--- src/rtl/williams2_pkg.sv ---
// Shared types and default constants for the williams2 ROM download path.
package williams2_pkg;

    // Loader FSM states; the encoding is also exported on the state debug port.
    typedef enum logic [2:0] {
        IDLE  = 3'd0,
        LOAD  = 3'd1,
        HOLD  = 3'd2,
        RUN   = 3'd3,
        ERROR = 3'd4
    } loader_state_t;

    // ioctl_index that selects the game ROM set.
    localparam logic [15:0] DEFAULT_ROM_INDEX = 16'd0;

    // Exact size of the williams2 ROM image in bytes.
    localparam logic [18:0] DEFAULT_ROM_BYTES = 19'd327680;

endpackage

--- src/rtl/williams2_dn_filter.sv ---
// Decodes ioctl writes into accepted / out-of-range and registers the
// accepted ones towards the core with exactly one cycle of latency.
module williams2_dn_filter
    import williams2_pkg::*;
#(
    parameter int              ADDR_W    = 19,
    parameter logic [ADDR_W-1:0] ROM_BYTES = DEFAULT_ROM_BYTES,
    parameter logic [15:0]     ROM_INDEX = DEFAULT_ROM_INDEX
) (
    input  logic              clk_i,
    input  logic              rst_i,
    input  logic              download_i,
    input  logic              wr_i,
    input  logic [24:0]       addr_i,
    input  logic [7:0]        dout_i,
    input  logic [15:0]       index_i,
    output logic              match_o,
    output logic              accept_o,
    output logic              oor_hit_o,
    output logic [ADDR_W-1:0] dn_addr_o,
    output logic [7:0]        dn_data_o,
    output logic              dn_wr_o
);

    // Full 25-bit limit so high address bits can never alias into range.
    logic [24:0]       rom_limit;
    logic              in_range;
    logic [ADDR_W-1:0] dn_addr_q, dn_addr_d;
    logic [7:0]        dn_data_q, dn_data_d;
    logic              dn_wr_q, dn_wr_d;

    assign rom_limit = 25'(ROM_BYTES);
    assign in_range  = addr_i < rom_limit;
    assign match_o   = download_i & (index_i == ROM_INDEX);
    assign accept_o  = match_o & wr_i & in_range;
    assign oor_hit_o = match_o & wr_i & ~in_range;

    // Next output values: capture on accept, otherwise hold addr/data.
    always_comb begin
        dn_addr_d = dn_addr_q;
        dn_data_d = dn_data_q;
        dn_wr_d   = accept_o;
        if (accept_o) begin
            dn_addr_d = addr_i[ADDR_W-1:0];
            dn_data_d = dout_i;
        end
    end

    // Output register towards the core.
    always_ff @(posedge clk_i or posedge rst_i) begin
        if (rst_i) begin
            dn_addr_q <= '0;
            dn_data_q <= '0;
            dn_wr_q   <= 1'b0;
        end else begin
            dn_addr_q <= dn_addr_d;
            dn_data_q <= dn_data_d;
            dn_wr_q   <= dn_wr_d;
        end
    end

    assign dn_addr_o = dn_addr_q;
    assign dn_data_o = dn_data_q;
    assign dn_wr_o   = dn_wr_q;

endmodule

--- src/rtl/williams2_rom_loader.sv ---
// Bridges the HPS ioctl download to the williams2 core: filters writes,
// counts and checksums them, and sequences the core reset around a load.
module williams2_rom_loader
    import williams2_pkg::*;
#(
    parameter logic [15:0]       ROM_INDEX   = DEFAULT_ROM_INDEX,
    parameter int                ADDR_W      = 19,
    parameter logic [ADDR_W-1:0] ROM_BYTES   = DEFAULT_ROM_BYTES,
    parameter int                HOLD_CYCLES = 16
) (
    input  logic              clock_12,
    input  logic              reset,
    input  logic              ioctl_download,
    input  logic              ioctl_wr,
    input  logic [24:0]       ioctl_addr,
    input  logic [7:0]        ioctl_dout,
    input  logic [15:0]       ioctl_index,
    output logic [ADDR_W-1:0] dn_addr,
    output logic [7:0]        dn_data,
    output logic              dn_wr,
    output logic              core_reset,
    output logic              rom_ready,
    output logic              rom_error,
    output logic              oor_seen,
    output logic [ADDR_W:0]   byte_count,
    output logic [7:0]        checksum,
    output logic [2:0]        state_dbg
);

    localparam int              HC_W      = $clog2(HOLD_CYCLES + 1);
    localparam logic [HC_W-1:0] HOLD_LOAD = HC_W'(HOLD_CYCLES);
    localparam logic [HC_W-1:0] HC_ONE    = HC_W'(1);
    localparam logic [ADDR_W:0] ROM_COUNT = {1'b0, ROM_BYTES};
    localparam logic [ADDR_W:0] CNT_ONE   = {{ADDR_W{1'b0}}, 1'b1};

    logic match, accept, oor_hit;
    logic match_q, match_rise, match_fall;

    loader_state_t   state_q, state_d;
    logic [HC_W-1:0] hold_cnt_q, hold_cnt_d;
    logic [ADDR_W:0] byte_count_q, byte_count_d;
    logic [7:0]      checksum_q, checksum_d;
    logic            oor_q, oor_d;

    williams2_dn_filter #(
        .ADDR_W   (ADDR_W),
        .ROM_BYTES(ROM_BYTES),
        .ROM_INDEX(ROM_INDEX)
    ) u_filter (
        .clk_i     (clock_12),
        .rst_i     (reset),
        .download_i(ioctl_download),
        .wr_i      (ioctl_wr),
        .addr_i    (ioctl_addr),
        .dout_i    (ioctl_dout),
        .index_i   (ioctl_index),
        .match_o   (match),
        .accept_o  (accept),
        .oor_hit_o (oor_hit),
        .dn_addr_o (dn_addr),
        .dn_data_o (dn_data),
        .dn_wr_o   (dn_wr)
    );

    assign match_rise = match & ~match_q;
    assign match_fall = ~match & match_q;

    // Next-state, hold counter and accumulators; a match rising edge wins over everything.
    always_comb begin
        state_d      = state_q;
        hold_cnt_d   = hold_cnt_q;
        byte_count_d = byte_count_q;
        checksum_d   = checksum_q;
        oor_d        = oor_q;

        // A byte in the very first cycle of a download is counted after the clear.
        if (match_rise) begin
            byte_count_d = {{ADDR_W{1'b0}}, accept};
            checksum_d   = accept ? ioctl_dout : 8'h00;
            oor_d        = oor_hit;
        end else begin
            if (accept) begin
                if (byte_count_q != '1) begin
                    byte_count_d = byte_count_q + CNT_ONE;
                end
                checksum_d = checksum_q + ioctl_dout;
            end
            if (oor_hit) begin
                oor_d = 1'b1;
            end
        end

        if (match_rise) begin
            state_d = LOAD;
        end else begin
            case (state_q)
                IDLE: state_d = IDLE;
                LOAD: begin
                    if (match_fall) begin
                        if (byte_count_d == ROM_COUNT) begin
                            state_d    = HOLD;
                            hold_cnt_d = HOLD_LOAD;
                        end else begin
                            state_d = ERROR;
                        end
                    end
                end
                HOLD: begin
                    if (hold_cnt_q <= HC_ONE) begin
                        state_d = RUN;
                    end else begin
                        hold_cnt_d = hold_cnt_q - HC_ONE;
                    end
                end
                RUN:     state_d = RUN;
                ERROR:   state_d = ERROR;
                default: state_d = IDLE;
            endcase
        end
    end

    // State, counters and the match edge detector.
    always_ff @(posedge clock_12 or posedge reset) begin
        if (reset) begin
            state_q      <= IDLE;
            hold_cnt_q   <= '0;
            byte_count_q <= '0;
            checksum_q   <= '0;
            oor_q        <= 1'b0;
            match_q      <= 1'b0;
        end else begin
            state_q      <= state_d;
            hold_cnt_q   <= hold_cnt_d;
            byte_count_q <= byte_count_d;
            checksum_q   <= checksum_d;
            oor_q        <= oor_d;
            match_q      <= match;
        end
    end

    // Status decodes from the registered state, so core_reset rises with LOAD.
    assign core_reset = (state_q != RUN);
    assign rom_ready  = (state_q == RUN);
    assign rom_error  = (state_q == ERROR);
    assign oor_seen   = oor_q;
    assign byte_count = byte_count_q;
    assign checksum   = checksum_q;
    assign state_dbg  = state_q;

endmodule

--- config.mk ---
export PLATFORM = sky130hd
export DESIGN_NAME = williams2_rom_loader
export DESIGN_NICKNAME = d
export VERILOG_FILES = /design/src/rtl/williams2_pkg.sv /design/src/rtl/williams2_dn_filter.sv /design/src/rtl/williams2_rom_loader.sv
export SDC_FILE = /design/constraint.sdc
export NUM_CORES = 1
export LEC_CHECK = 0
export ABC_AREA = 0
export BUFFER_PORTS_ARGS = -buffer_cell sky130_fd_sc_hd__buf_2
export CORE_MARGIN = 2
export CORE_UTILIZATION = 30
export DETAILED_ROUTE_END_ITERATION = 10
export GPL_ROUTABILITY_DRIVEN = 0
export SYNTH_ARGS = -nofsm -noshare
export SYNTH_HDL_FRONTEND = slang
export SYNTH_SLANG_ARGS = --single-unit
--- constraint.sdc ---
create_clock -name clock_12 -period 2.85 [get_ports clock_12]
set_clock_uncertainty 0.05 [all_clocks]
set_input_delay 0.57 -clock clock_12 [delete_from_list [all_inputs] [get_ports clock_12]]
set_output_delay 0.57 -clock clock_12 [all_outputs]
set_load 0.1 [all_outputs]
==> results of run 1 <==
==> synth_stat cells (all sizes together), types with 3 or more instances <==
cell      n  area, sq um
nand2   100        375.4
dfrtp    66         1652
nor2     36        135.1
inv      21        78.83
o21ai    16        80.07
clkbuf   14        53.80
nand3    14        70.07
a21oi    13        65.06
ha       12        150.1
nand4    11        75.07
xor2     10        87.58
buf       9        48.80
xnor2     9        78.83
and3      8        50.05
mux2i     8        80.08
nor4      7        73.82
or3       7        48.80
a22o      6        52.55
nor3      6        35.03
and2      5        31.28
a21o      3        22.52
a31oi     3        18.77
nor3b     3        22.52
o211ai    3        22.52
o31ai     3        22.52
==> per-layer routing <==
layer / global-route usage (%) / share of wire (%) / vias up
li1: - / - / 1804
met1: 21.51 / 44 / 1769
met2: 29.67 / 48 / 113
met3: 3.400 / 5.1 / 19
met4: 6.746 / 2.1 / 0
met5: 0 / 0 / -
==> power breakdown <==
group	switching [mW]	leakage, nW	internal, mW	total, mW
Clock	0.416	0.159	0.747	1.16
Sequential	0.0000537	0.855	0.937	0.937
Combinational	0.0459	1.75	0.0383	0.0842
Total	0.462	2.76	1.72	2.18
==> how the worst max path moves through the flow <==
stage / start / to / slack, ps / depth (start not counted)
4_1_cts: ioctl_addr[21] / hold_cnt_q[3]$_DFFE_PP0P_ / -20 / 11
2_1_floorplan: state_dbg[2]$_DFFE_PP0P_ / rom_ready / -330 / 3
3_3_place_gp: ioctl_addr[21] / hold_cnt_q[3]$_DFFE_PP0P_ / -500 / 10
5_1_grt: ioctl_index[4] / state_dbg[1]$_DFFE_PP0P_ / -110 / 11
3_5_place_dp: ioctl_addr[21] / hold_cnt_q[3]$_DFFE_PP0P_ / -580 / 11
6_report: ioctl_addr[21] / hold_cnt_q[1]$_DFFE_PP0P_ / -9 / 11
==> metrics by stage <==
stage / cells / hold slack (ps) / utilization [%]
finish: 756 / 254.0 / 43.78
detailed placement: 735 / 406.9 / 40.21
global route: 756 / 314.2 / 43.78
global placement: 735 / 403.9 / 40.21
floorplan: 431 / 424.7 / -
CTS: 756 / 271.3 / 43.65
==> registers in the layout, summed over array words and instances, names as in the netlist <==
register and cells:
match_q 1, state_dbg 3, hold_cnt_q 5, u_filter.dn_addr_o 19, u_filter.dn_data_o 8, byte_count 20, oor_seen 1, checksum 8
u_filter.dn_wr_o 1
==> final cells by class <==
cell class              instances  area (sq um)  area share (%)
repair buffers                164         979.7           18.40
well taps                     168         210.2           3.948
flip-flops and latches         66          1680           31.56
clock buffers                  12         266.5           5.006
clock inverters                 4         48.80          0.9166
inverters                      21         82.58           1.551
multi-input cells             321          2056           38.61
==> kinds of logic (layout without fill, tap and decap cells) <==
logic type               after synthesis  count (layout)
AND/OR/NAND/NOR                      211             211
AO/OA/AOI/OAI                         70              70
flip-flops                            66              66
buffers and inverters                 44             201
XOR/XNOR                              19              19
adder cells (fa/ha/maj)               13              13
multiplexers                           8               8
==> timing repair <==
item                       4_1_cts  5_1_grt
hold endpoints to repair         0        0
setup endpoints to repair        7        7
buffers inserted                 5        0
hold buffers                     0        0
pin swaps                        5        5
resized for setup               14        4
==> placed cells by master, fill, tap and decap left out, types with 3 or more instances in the layout <==
| cell type | count |
|---|---|
| inv_1 | 18 |
| o211ai_1 | 3 |
| buf_4 | 45 |
| a31oi_1 | 3 |
| nand2_1 | 100 |
| a21oi_1 | 13 |
| buf_6 | 5 |
| clkbuf_8 | 3 |
| dfrtp_2 | 23 |
| a21o_1 | 3 |
| and3_1 | 8 |
| dfrtp_1 | 43 |
| nor2_1 | 35 |
| or3_4 | 5 |
| nor3_1 | 5 |
| clkbuf_16 | 9 |
| buf_2 | 113 |
| ha_1 | 11 |
| nand4_1 | 10 |
| a22o_1 | 6 |
| xor2_1 | 10 |
| mux2i_1 | 6 |
| o21ai_1 | 4 |
| nand3_1 | 14 |
| xnor2_1 | 8 |
| and2_1 | 5 |
| o21ai_0 | 12 |
| nor4_1 | 4 |
==> flow_summary_export.csv, run 1 <==
group,metric,value,unit
clock_tree,root_buffer,"clkbuf_16",
synthesis,synthAdderAreaFrac,4.515,%
synthesis,synth_top_family_by_area,"simple AND/OR/NAND/NOR gates",
worst_setup_path,timing_worst_setup_path_type,"in -> reg",
routing,viasPerCell,4.901,
cells_and_area,design_area,0.005324,sq mm
worst_setup_path,critPathCaptureType,"flip-flop",
synthesis,yosys.area_share.simple,27.32,%
worst_setup_path,cp.required,3000,ps
routing,drc_errors,0,
worst_setup_path,crit_slowest_cell,"or3_4",
die,rows,40,
die,die_area,0.01347,sq mm
synthesis,synth_edf_count,0,
synthesis,synth_compound_gate_area_share,12.98,%
synthesis,ys_types,60,
routing,drt_iter0_drc,180,
placed_design,dpl.hpwl,8026,um
clock_tree,cts_tree,"built",
timing,maxSlewHeadroom,60.22,%
min_path,worstHoldPathType,"in -> async",
synthesis,seq_area_frac_synth,43.82,%
worst_setup_path,slowest_delay,460,ps
routing,wl,11130,um
worst_setup_path,crit_path_frequent_cell,"buf_6",
cells_and_area,diodes,0,
run_status,violations,"negative setup slack",
grt,antenna_found_initial,0,
synthesis,async_flop_share,100.0,%
synthesis,synth_cells,431,
worst_setup_path,path_delay_family,"simple AND/OR/NAND/NOR gates",
routing,dr_total_vias,3705,
worst_setup_path,rr_endpoint,"hold_cnt_q[1]$_DFFE_PP0P_",
job,cap_violations,0,
grt,grt_pass1_wl,18280,um
routing,drtAntennaViolNets,0,
die,die_w,116.1,um
synthesis,synth_nets,497,
worst_setup_path,crit_buf_inv,3,
routing,dr.pass1.iters,5,
timing,report.final.slew_viol_count,0,
clock_tree,clk_latency,330,ps
clock_tree,cts_num_sinks,66,
cells_and_area,nets,649,
timing,finalSetupTns,-9.376,ps
synthesis,ys_seq_elements,66,
timing,rsz0062_at_grt,"yes",
die,io_pins,116,
run_status,status,"finished, violations left",
pwr,power.leakage,2.761,nW
synthesis,yosys-mux-area-fraction,2.125,%
cells_and_area,drive_above_1_share,39.46,%
clock_tree,htreeDepth,3,
grt,grt_max_degree,43,
worst_setup_path,crit_fanout,7,
worst_setup_path,r2r_start,"byte_count[5]$_DFF_PP0_",
die,start_util,30.99,%
placed_design,pre_cts_ws,-578.9,ps
cells_and_area,nFillCells,1188,
worst_setup_path,cp-start-kind,"input pin",
timing,min_period_over_period,100.3,%
timing,setup_ws,-8.901,ps
timing,setup_viol,2,
clock_tree,cts.path.max_buffers,2,
timing,fin_crit,2859,ps
timing,hold_viol_final,0,
grt,grt_pass1_vias,3686,
die,die-height,116.1,um
cells_and_area,area_growth_syn_to_layout,41.27,%
grt,grt_usage,17.30,%
pwr,total_power,2.185,mW
pwr,irDropWorstVdd,250.2,uV
worst_setup_path,crit_chain,"buf_6, nor4_4, nand4_1, or3_4, buf_6, or3_4, xnor2_2, a2111o_1, nor4_4, buf_6, o31ai_4",
timing,timing.fmax,0.3498,GHz
synthesis,syn_area_per_cell,8.744,sq um
synthesis,synth_area,0.003769,sq mm
synthesis,yosys_most_used_dff,"dfrtp_1",
worst_setup_path,reg2reg_slack,100,ps
clock_tree,path_clk_slew,50,ps
timing,worst_pin_slew,595.8,ps
die,core,0.01216,sq mm
clock_tree,cts_buffers,9,
worst_setup_path,cp.arrival,3010,ps
routing,wire_per_inst,14.72,um
synthesis,ys_warn_count,0,
grt,grt-ovfl-total,0,
synthesis,synth-xor-area-share,4.416,%
worst_setup_path,reg2reg_depth,9,
placed_design,io_buffer_count,115,
pwr,power_density,410.3,mW/mm^2
placed_design,place_area,0.004890,sq mm
(Power assumes the default switching activity.)
==> run 2: changes to the inputs <==
- SYNTH_HIERARCHICAL: unset -> 1
==> flow_summary_export.csv, run 2 <==
group,metric,value,unit
run_status,status,"finished, violations left",
run_status,violations,"negative setup slack",
timing,fin_crit,3362,ps
timing,hold_viol_final,0,
pwr,p_comb_share,4.3,%
grt,grt_max_degree,39,
worst_setup_path,cp.arrival,3530,ps
die,start_util,31.01,%
pwr,switchingPower,0.4800,mW
cells_and_area,area_growth_syn_to_layout,48.13,%
grt,grt_pass1_vias,3853,
routing,dr.pass1.iters,4,
worst_setup_path,critPathCaptureType,"flip-flop",
worst_setup_path,timing_worst_setup_path_type,"in -> reg",
timing,worst_pin_slew,545.7,ps
clock_tree,path_clk_slew,60,ps
routing,viasPerCell,5.010,
synthesis,synth_top_cells_by_area,"dfrtp_1, mux2_2, ha_1",
min_path,worstHoldPathType,"in -> async",
placed_design,pre_cts_ws,-868.7,ps
die,die_w,115.9,um
synthesis,synth_area,0.003756,sq mm
clock_tree,htreeDepth,3,
pwr,power.leakage,2.882,nW
worst_setup_path,r2r_start,"byte_count[0]$_DFF_PP0_",
cells_and_area,register_area,0.001674,sq mm
routing,drc_errors,0,
worst_setup_path,rr_endpoint,"state_dbg[2]$_DFFE_PP0P_",
synthesis,ys_types,65,
grt,antenna_found_initial,0,
clock_tree,clk_latency,340,ps
cells_and_area,final_cell_mix,"buf_2, buf_4, dfrtp_1",
routing,dr_total_vias,3657,
cells_and_area,largest_reg_flops,20,
synthesis,ys_warn_count,6,
cells_and_area,final_util,45.94,%
pwr,total_power,2.226,mW
placed_design,dpl.hpwl,8275,um
synthesis,synth_edf_count,0,
job,cap_violations,0,
synthesis,yosys_most_used_dff,"dfrtp_1",
synthesis,syn_area_per_cell,10.15,sq um
routing,drt_iter0_drc,152,
die,rows,40,
cells_and_area,multi_input_area,0.002092,sq mm
cells_and_area,drive_above_1_share,49.47,%
timing,setup_ws,-511.8,ps
grt,grt_usage,17.20,%
synthesis,synth_top_area_share,43.97,%
clock_tree,cts_tree,"built",
cells_and_area,final_common_cell,"buf_2",
synthesis,seq_area_frac_synth,43.97,%
placed_design,dp_cells,704,
worst_setup_path,cp-start-kind,"input pin",
synthesis,async_flop_share,100.0,%
clock_tree,cts_num_sinks,66,
clock_tree,cts_buffers,9,
die,core,0.01211,sq mm
synthesis,yosys-top-cells-count,"dfrtp_1, nor2_1, mux2_2",
pwr,power_density,400.0,mW/mm^2
synthesis,synth_nets,436,
timing,maxSlewHeadroom,63.34,%
grt,grt_pass1_wl,18150,um
synthesis,synth_cells,370,
clock_tree,cts_hold_buf,0,
timing,timing.fmax,0.2975,GHz
pwr,internal_power,1.746,mW
timing,setup_viol,7,
routing,wire_per_inst,15.11,um
timing,min_period_over_period,118.0,%
placed_design,io_buffer_count,115,
worst_setup_path,reg2reg_slack,40,ps
pwr,switching_share,21.57,%
pwr,irDropWorstVdd,340.6,uV
synthesis,yosysMostFrequentCell,"dfrtp_1",
pwr,p_seq_share,42.1,%
synthesis,ys_seq_elements,66,
cells_and_area,diodes,0,
grt,grt-ovfl-total,0,
cells_and_area,nFillCells,1180,
synthesis,synth_top_area_cell,"dfrtp_1",
routing,drtAntennaViolNets,0,
pwr,power_frac_clock,53.6,%
cells_and_area,final_cell_count_no_fill,730,
routing,wl,11030,um
worst_setup_path,cp.required,3020,ps
die,die_area,0.01343,sq mm
die,die-height,115.9,um
timing,rsz0062_at_grt,"yes",
timing,report.final.slew_viol_count,0,
worst_setup_path,reg2reg_depth,9,
clock_tree,root_buffer,"clkbuf_16",
die,io_pins,116,
cells_and_area,nets,624,
clock_tree,cts.path.max_buffers,2,
timing,finalSetupTns,-3151,ps
worst_setup_path,crit_fanout,3,
## run 2: final cells by class
class                      instances  share of cell area (%)
multi-input combinational        269                   37.60
clock buffer                       9                   4.048
tap                              168                   3.778
clock inverter                     6                   1.664
inverter                          22                   1.552
sequential                        66                   30.09
timing repair buffer             190                   21.27
## run 2: worst max path at each step
stage / startpoint / to / slack [ps] / cells after the start
CTS: ioctl_index[3] / hold_cnt_q[1]$_DFFE_PP0P_ / -430 / 13
floorplan: ioctl_index[3] / hold_cnt_q[1]$_DFFE_PP0P_ / -440 / 12
global placement: ioctl_index[3] / hold_cnt_q[1]$_DFFE_PP0P_ / -800 / 14
finish: ioctl_index[13] / state_dbg[2]$_DFFE_PP0P_ / -510 / 14
global route: ioctl_index[13] / state_dbg[1]$_DFFE_PP0P_ / -660 / 14
detailed placement: ioctl_index[10] / hold_cnt_q[1]$_DFFE_PP0P_ / -870 / 14
## run 2: power by group through the flow
stage | Sequential [mW] | Clock, mW | Combinational, mW
final | 0.937 | 1.19 | 0.0953
after global routing | 0.937 | 1.26 | 0.107
after CTS | 0.937 | 1.23 | 0.0961
after detailed placement | 0.954 | 0 | 0.0911
after global placement | 0.954 | 0 | 0.0870
after floorplan | 0.955 | 0 | 0.0315
## run 2: cells by family (layout without fill, tap and decap cells)
group / after synthesis / after routing / share of synthesized area (%)
mux: 40 / 40 / 11.73
compound gates: 67 / 67 / 11.76
fa+ha+maj: 13 / 13 / 4.530
flops: 66 / 66 / 43.97
buf+inv: 35 / 227 / 4.297
simple gates: 133 / 133 / 19.99
xor+xnor: 16 / 16 / 3.731
## run 2: routing by layer
layer | GRT usage [%] | routed length, um
met5 | 0 | 0
met4 | 7.540 | 235
met2 | 29.12 | 5447
met3 | 5.178 | 795
met1 | 20.20 | 4555
## run 2: metrics by stage
stage	cell area, sq um	hold slack (ps)
2_1_floorplan	3880	422.8
3_3_place_gp	5069	407.1
3_5_place_dp	5069	419.1
4_1_cts	5508	262.3
5_1_grt	5564	272.9
6_report	5564	249.3
## run 2: worst max-delay path, stage by stage
cell and delay (ps):
buf_2 110, nor4_4 280, nand4_1 160, or4_4 530, nor2_4 130, nand4_1 190, buf_4 200, nor4_4 160
mux2i_2 120, nor2_1 160, o2111ai_1 140, or4_4 520, nor2_4 150, o21ai_1 80
## run 2: what timing repair did
item | 4_1_cts | 5_1_grt
setup buffers | 7 | 4
endpoints found under the setup margin | 7 | 8
resized for setup | 12 | 6
pin swaps | 6 | 7
==> run 3: changes to the inputs <==
- SKIP_CTS_REPAIR_TIMING: unset -> 1
==> flow_summary_export.csv, run 3 (synthesized netlist as in run 2, its figures left out) <==
group,metric,value,unit
routing,drtAntennaViolNets,0,
worst_setup_path,crit_buf_inv,2,
routing,viasPerCell,4.985,
worst_setup_path,crit_start,"ioctl_index[4]",
clock_tree,clk_latency,330,ps
grt,grt_pass1_vias,3747,
cells_and_area,area_growth_syn_to_layout,47.73,%
routing,wire_per_inst,15.24,um
timing,hold_viol_final,0,
job,cap_violations,0,
routing,dr_total_vias,3624,
clock_tree,cts.path.max_buffers,2,
worst_setup_path,crit_slowest_cell,"or4_4",
timing,setup_viol,7,
grt,grt_pass1_wl,17580,um
worst_setup_path,cp.arrival,3560,ps
die,die_area,0.01343,sq mm
worst_setup_path,critPathCaptureType,"flip-flop",
routing,drc_errors,0,
cells_and_area,final_common_cell,"buf_2",
timing,worst_pin_slew,570.9,ps
cells_and_area,final_cell_mix,"buf_2, buf_4, dfrtp_1",
clock_tree,cts_tree,"built",
cells_and_area,multi_input_area,0.002102,sq mm
timing,fin_crit,3394,ps
worst_setup_path,path_delay_family,"simple AND/OR/NAND/NOR gates",
placed_design,io_buffer_count,115,
pwr,irDropWorstVdd,340.3,uV
timing,maxSlewHeadroom,61.65,%
die,die-height,115.9,um
clock_tree,path_clk_slew,60,ps
timing,timing.fmax,0.2946,GHz
timing,finalSetupTns,-3316,ps
worst_setup_path,crit_chain,"buf_6, nor4_4, nand4_1, or4_4, nor2_4, nand4_1, buf_6, nor2_4, nand3_2, xor2_2, o2111ai_1, or4_4, nor2_4, a221oi_1",
clock_tree,htreeDepth,3,
grt,grt_max_degree,39,
pwr,total_power,2.218,mW
placed_design,dpl.hpwl,8275,um
die,core,0.01211,sq mm
timing,min_period_over_period,119.1,%
worst_setup_path,cp.required,3010,ps
cells_and_area,drive_above_1_share,49.37,%
worst_setup_path,rr_endpoint,"hold_cnt_q[1]$_DFFE_PP0P_",
worst_setup_path,cp-start-kind,"input pin",
grt,antenna_found_initial,0,
worst_setup_path,timing_worst_setup_path_type,"in -> reg",
worst_setup_path,crit_path_frequent_cell,"nor2_4",
grt,grt-ovfl-total,0,
cells_and_area,nFillCells,1184,
timing,rsz0062_at_grt,"yes",
routing,drt_iter0_drc,131,
cells_and_area,diodes,0,
clock_tree,cts_num_sinks,66,
worst_setup_path,slowest_delay,560,ps
pwr,power_density,399.7,mW/mm^2
min_path,worstHoldPathType,"in -> async",
grt,grt_usage,16.64,%
cells_and_area,nets,621,
cells_and_area,register_area,0.001674,sq mm
worst_setup_path,r2r_start,"byte_count[0]$_DFF_PP0_",
worst_setup_path,reg2reg_depth,9,
die,die_w,115.9,um
die,start_util,31.01,%
routing,wl,11080,um
cells_and_area,largest_reg_flops,20,
clock_tree,root_buffer,"clkbuf_16",
worst_setup_path,crit_fanout,4,
timing,report.final.slew_viol_count,0,
run_status,violations,"negative setup slack",
routing,dr.pass1.iters,4,
die,rows,40,
clock_tree,cts_buffers,9,
timing,setup_ws,-544.0,ps
run_status,status,"finished, violations left",
pwr,power.leakage,2.863,nW
worst_setup_path,reg2reg_slack,30,ps
die,io_pins,116,
## run 3: worst register-to-register path, delay by kind of cell, from the launching register on
kind                     cells  cell delay [ps]
AND/OR/NAND/NOR              4             1250
flip-flops                   1              360
adder cells (fa/ha/maj)      1              190
multiplexers                 1              290
AO/OA/AOI/OAI                3              560
## run 3: final cells by class
type	count	share of cell area (%)
Timing Repair Buffer	187	20.88
Clock buffer	9	4.059
Multi-Input combinational cell	269	37.88
Inverter	22	1.556
Sequential cell	66	30.17
Tap cell	168	3.788
Clock inverter	6	1.669
## run 3: worst max path at each step
stage	endpoint	slack (ps)	cells after the start
global placement	hold_cnt_q[1]$_DFFE_PP0P_	-800	14
CTS	hold_cnt_q[1]$_DFFE_PP0P_	-520	14
finish	hold_cnt_q[1]$_DFFE_PP0P_	-540	14
floorplan	hold_cnt_q[1]$_DFFE_PP0P_	-440	12
detailed placement	hold_cnt_q[1]$_DFFE_PP0P_	-870	14
global route	state_dbg[1]$_DFFE_PP0P_	-690	14
## run 3: through the flow
stage          setup slack, ps  cells  hold slack, ps  util (%)  instance area [sq um]
2_1_floorplan           -439.7    370           422.8         -                   3880
3_3_place_gp            -801.1    704           407.1     41.85                   5069
3_5_place_dp            -868.7    704           419.1     41.85                   5069
4_1_cts                 -521.2    719           262.3     44.47                   5386
5_1_grt                 -685.9    727           282.9     45.82                   5549
6_report                -544.0    727           254.7     45.82                   5549
## run 3: report_power, final
part | switching [mW] | internal [mW]
Sequential | 0.0000373 | 0.937
Combinational | 0.0497 | 0.0434
Clock | 0.425 | 0.763
## run 3: routing by layer
metal / up-vias / global-route usage [%] / routed length (um)
met1: 1764 / 19.53 / 4682
met4: 0 / 7.063 / 269
met3: 21 / 5.701 / 742
met5: - / 0 / 0
li1: 1714 / - / -
met2: 125 / 27.80 / 5383
